**src/rtl/fetch_unit.sv**
```systemverilog
// MIPS instruction-fetch stage: owns the PC, issues one word-aligned request at a time,
// and presents instruction plus PC+4 to IF/ID with stall hold and redirect flush.
module fetch_unit #(
   parameter logic [31:0] PC_RESET = 32'h0000_0000,
   parameter logic [31:0] NOP      = 32'h0000_0000
) (
   input  logic        clk,
   input  logic        rst_n,
   input  logic        stall,
   input  logic        redirect,
   input  logic [31:0] redirect_pc,
   output logic        imem_req,
   output logic [31:0] imem_addr,
   input  logic        imem_ack,
   input  logic [31:0] imem_rdata,
   output logic [31:0] instr_out,
   output logic [31:0] pc4_out,
   output logic        valid_out
);

   typedef enum logic [1:0] {
      S_IDLE = 2'd0,
      S_WAIT = 2'd1,
      S_HOLD = 2'd2,
      S_DROP = 2'd3
   } state_e;

   state_e      state_q, state_d;
   logic [31:0] pc_q, pc_d;
   logic        req_q, req_d;
   logic [31:0] addr_q, addr_d;
   logic [31:0] instr_q, instr_d;
   logic [31:0] pc4_q, pc4_d;
   logic        valid_q, valid_d;

   logic [31:0] target;
   logic [31:0] pc_plus4;
   logic        ack;

   assign target   = {redirect_pc[31:2], 2'b00};
   assign pc_plus4 = pc_q + 32'd4;
   // A response is only meaningful while our own request is on the bus.
   assign ack      = imem_ack & req_q;

   always_comb begin
      // NOTE: every _d gets a hold default first so no path leaves it unassigned (no latches).
      state_d = state_q;
      pc_d    = pc_q;
      req_d   = req_q;
      addr_d  = addr_q;
      instr_d = instr_q;
      pc4_d   = pc4_q;
      valid_d = valid_q;

      if (redirect) begin
         pc_d    = target;
         valid_d = 1'b0;
         instr_d = NOP;
         unique case (state_q)
            S_IDLE, S_HOLD: begin
               state_d = S_WAIT;
               req_d   = 1'b1;
               addr_d  = target;
            end
            S_WAIT, S_DROP: begin
               // The old request must complete before a new address may be issued.
               if (ack) begin
                  state_d = S_WAIT;
                  addr_d  = target;
               end else begin
                  state_d = S_DROP;
               end
            end
            default: state_d = S_IDLE;
         endcase
      end else begin
         unique case (state_q)
            S_IDLE: begin
               state_d = S_WAIT;
               req_d   = 1'b1;
               addr_d  = pc_q;
            end
            S_WAIT: begin
               if (ack) begin
                  state_d = S_HOLD;
                  instr_d = imem_rdata;
                  pc4_d   = pc_plus4;
                  pc_d    = pc_plus4;
                  valid_d = 1'b1;
                  req_d   = 1'b0;
               end
            end
            S_HOLD: begin
               if (!stall) begin
                  state_d = S_WAIT;
                  valid_d = 1'b0;
                  req_d   = 1'b1;
                  addr_d  = pc_q;
               end
            end
            S_DROP: begin
               if (ack) begin
                  state_d = S_WAIT;
                  addr_d  = pc_q;
               end
            end
            default: state_d = S_IDLE;
         endcase
      end
   end

   always_ff @(posedge clk) begin
      // NOTE: sequential state uses non-blocking assignments so all flops update together.
      if (!rst_n) begin
         state_q <= S_IDLE;
         pc_q    <= PC_RESET;
         req_q   <= 1'b0;
         addr_q  <= PC_RESET;
         instr_q <= NOP;
         pc4_q   <= 32'd0;
         valid_q <= 1'b0;
      end else begin
         state_q <= state_d;
         pc_q    <= pc_d;
         req_q   <= req_d;
         addr_q  <= addr_d;
         instr_q <= instr_d;
         pc4_q   <= pc4_d;
         valid_q <= valid_d;
      end
   end

   assign imem_req  = req_q;
   assign imem_addr = addr_q;
   assign instr_out = instr_q;
   assign pc4_out   = pc4_q;
   assign valid_out = valid_q;

endmodule

```
**config.mk**
```make
export PLATFORM = sky130hd
export DESIGN_NAME = fetch_unit
export DESIGN_NICKNAME = d
export VERILOG_FILES = /design/src/rtl/fetch_unit.sv
export SDC_FILE = /design/constraint.sdc
export NUM_CORES = 1
export LEC_CHECK = 0
export CAP_MARGIN = 30
export CELL_PAD_IN_SITES_DETAIL_PLACEMENT = 0
export CELL_PAD_IN_SITES_GLOBAL_PLACEMENT = 1
export CORE_MARGIN = 2
export CORE_UTILIZATION = 30
export DETAILED_ROUTE_END_ITERATION = 7
export PLACE_DENSITY_LB_ADDON = 0.08
export SYNTH_ARGS = -nofsm -noshare
export SYNTH_HDL_FRONTEND = slang
export SYNTH_SLANG_ARGS = --single-unit
```
**constraint.sdc**
```tcl
create_clock -name clk -period 5.5 [get_ports clk]
set_input_delay 0.55 -clock clk [delete_from_list [all_inputs] [get_ports clk]]
set_output_delay 0.55 -clock clk [all_outputs]
set_load 0.01 [all_outputs]
```
==> flow_summary.rst <==
.. list-table::
   :header-rows: 1

   * - Metric
     - Value
   * - Status
     - complete, no violations
   * - Cts bufs inserted
     - 17
   * - Initial core utilization
     - 0.305
   * - Clock tree from TritonCTS
     - yes
   * - Clock Skews
     - roughly 6 ps
   * - Number of flip-flops and latches in the synthesized netlist
     - between 100 and 150
   * - Critical path class
     - primary input to register
   * - Cell types with the largest area share after synthesis
     - dfxtp_1 43%, a21oi_1 6.5%, nand2_1 6.0%
   * - Kind of end point of the critical path
     - register
   * - Number of iterations in the first detailed-routing pass
     - 4
   * - Number of setup buffers added after CTS
     - 0
   * - Placeable core area
     - 0.0194 mm²
   * - Peak fanout along the critical path
     - between 50 and 60
   * - Worst min path class
     - register to register
   * - Drt via density
     - ~4.8
   * - Setup WS post-layout
     - about 2700 ps
   * - Highest attainable clock frequency
     - between 300 and 400 MHz
   * - Global-route wire length before repair
     - approximately 28000 µm
   * - PwrDens
     - 316 mW/mm²
   * - RSZ-0062 raised after global routing
     - no
   * - Required time at the endpoint of the critical path
     - between 5000 and 6000 ps
   * - CTS root buf
     - clkbuf_16
   * - Number of nets at the end of the flow
     - about 890
   * - Share of Yosys cell area claimed by the top area cell type
     - 0.427
   * - Cell area after layout
     - between 0.008 and 0.009 mm²
   * - Cell type with the largest total area after synthesis
     - dfxtp_1
   * - Max-slew headroom
     - 0.390
   * - Count of unique library cells instantiated by Yosys
     - 58
   * - Drt wl/cell
     - 16.2 µm
   * - Cell area after placement
     - approximately 0.0076 mm²
   * - Number of cell rows
     - slightly above 50
   * - Top cell types by occurrence after synthesis
     - 126 x dfxtp_1, 94 x nand2_1, 77 x a21oi_1
   * - Worst slack at placement
     - approximately 2100 ps
   * - Area of the die
     - 0.0208 mm²
   * - Number of clock sinks
     - 126
   * - Top-level port count
     - 167
   * - Number of violations reported at the end of detailed-routing iteration 0
     - roughly 310
   * - Async set-reset flop share out of synthesis
     - 0
   * - Count of max-cap constraint violations
     - 0
   * - Vertical extent of the die
     - roughly 140 µm
   * - Post-route DRC
     - 0
   * - Overall die width
     - 144 µm
   * - Final count of pins violating max slew
     - 0
   * - Final critical-path share of the clock period
     - 0.510
   * - Clock insertion delay at the later pin of the skew report
     - just over 400 ps
   * - Post-synth EDFFs
     - 0
   * - Fraction of final layout cells sized beyond drive strength 1
     - 0.0996
   * - Syn Area/Cell
     - ~8.6 µm²
   * - GRT Total Usage
     - 0.175
   * - Proportion of synthesized chip area in sequential cells
     - 0.427
   * - Layout Area Growth over Synthesis
     - 40.5%
   * - Post-CTS Hold Buffers
     - 0
   * - Final Setup Violations
     - 0
   * - Hold_ws
     - approximately 460 ps
   * - Maximum number of pins on one net before global-route repair
     - 57
   * - Final worst path period need
     - about 2800 ps
   * - Leak
     - ~2.9 nW
   * - Worst voltage drop across the vdd grid
     - roughly 230 µV
   * - Total global routing overflow
     - 0
   * - Main synth FF type
     - dfxtp_1
   * - Weighted congestion reported at the end of routability-driven placement
     - between 0.7 and 0.8
   * - IO buf count
     - 160
   * - Setup total negative slack
     - 0 ps
   * - Routed Wire Length
     - roughly 18000 µm
   * - Post-layout utilization of the core
     - 0.428
   * - Remaining antenna violation count
     - 0
   * - Initial antenna violation count
     - 0
   * - Via count of the first global-routing pass
     - 5396
   * - Clock-pin slew of the registers on the worst-case setup and hold paths
     - about 60 ps
   * - Sum of net half-perimeters after detailed placement
     - roughly 12000 µm
   * - Slew of the pin with the lowest slew margin
     - approximately 920 ps
   * - Sort of element at the start of the critical path
     - primary input
   * - Cell area after synthesis
     - between 0.005 and 0.006 mm²
   * - Most numerous cell in the Yosys netlist
     - dfxtp_1
   * - Arrival time reported for the critical path endpoint
     - 3100 ps
   * - Cells resized by post-CTS repair
     - 0
   * - Clk buf depth
     - 2
   * - Yosys synthesis warning count
     - 0
   * - H-tree depth
     - 4
   * - Total number of vias
     - approximately 5300
   * - Number of hold violations in the final report
     - 0
   * - Number of instances in the synthesized netlist
     - 690
metal layers:
metal,vias to the layer above,track usage,part of all wire
met5,-,0,0
met1,2450,0.215,0.45
met2,158,0.282,0.45
li1,2653,-,-
met4,0,0.0598,0.017
met3,17,0.0675,0.083
final timing paths:
| kind | cells past startpoint | slack, ps | start | to |
|---|---|---|---|---|
| min reg2reg | 2 | 460 | instr_out[5] | instr_out[5] |
| max reg2reg | 7 | 2930 | state_q[1] | pc_q[29] |
| min | 2 | 460 | instr_out[5] | instr_out[5] |
| max | 8 | 2690 | redirect | imem_addr[25] |
stage by stage:
stage,total power (W),instances
after floorplan,0.00123,693
after global placement,0.00138,1063
after detailed placement,0.00139,1065
after CTS,0.00266,1097
after global routing,0.00275,1098
final,0.00262,1099
final cells by class:
| cell class | instances | area, µm² |
|---|---|---|
| antenna | 1 | 2.50 |
| clock buffer | 23 | 478 |
| clock inverter | 9 | 181 |
| fill | 1991 | 11100 |
| inverter | 12 | 45.0 |
| multi-input combinational | 496 | 3050 |
| sequential | 126 | 2520 |
| tap | 265 | 332 |
| timing repair buffer | 167 | 1690 |
layout by cell type (no fill, tap or decap), drive strengths merged, types with 8 or more instances in the layout:
master         instances
o21ai                 46
xor2                  17
dfxtp                126
nand2                 95
and3                   9
buf                    8
inv                   12
xnor2                 28
a211oi                 9
mux2                  23
a22oi                  8
mux2i                 30
nor2                  58
clkbuf                23
clkdlybuf4s50        159
nand3                 19
a21oi                 77
nand4                 15
nor4                  12
nor3                  10
registers in the layout, summed over array words and instances (netlist names):
name       flops
instr_out     32
imem_addr     30
pc4_out       30
pc_q          30
state_q        2
imem_req       1
valid_out      1
report_power, final:
| part | switching [W] | internal, W |
|---|---|---|
| registers | 0.0000471 | 0.000961 |
| logic | 0.000171 | 0.000192 |
| clock network | 0.000411 | 0.000841 |
worst max-delay path, cell delays in order:
cell,delay (ps)
buf_2,80
buf_4,520
inv_2,460
o21a_1,260
or3_2,710
buf_12,270
mux2i_1,150
nor2_1,60
cell families after synthesis:
kind of cell / synth area share
compound gates: 0.148
xor+xnor: 0.0667
fa+ha+maj: 0.0106
buf+inv: 0.0604
flops: 0.427
mux: 0.0947
other cells: 0.000635
simple gates: 0.192
(Power assumes the default switching activity.)
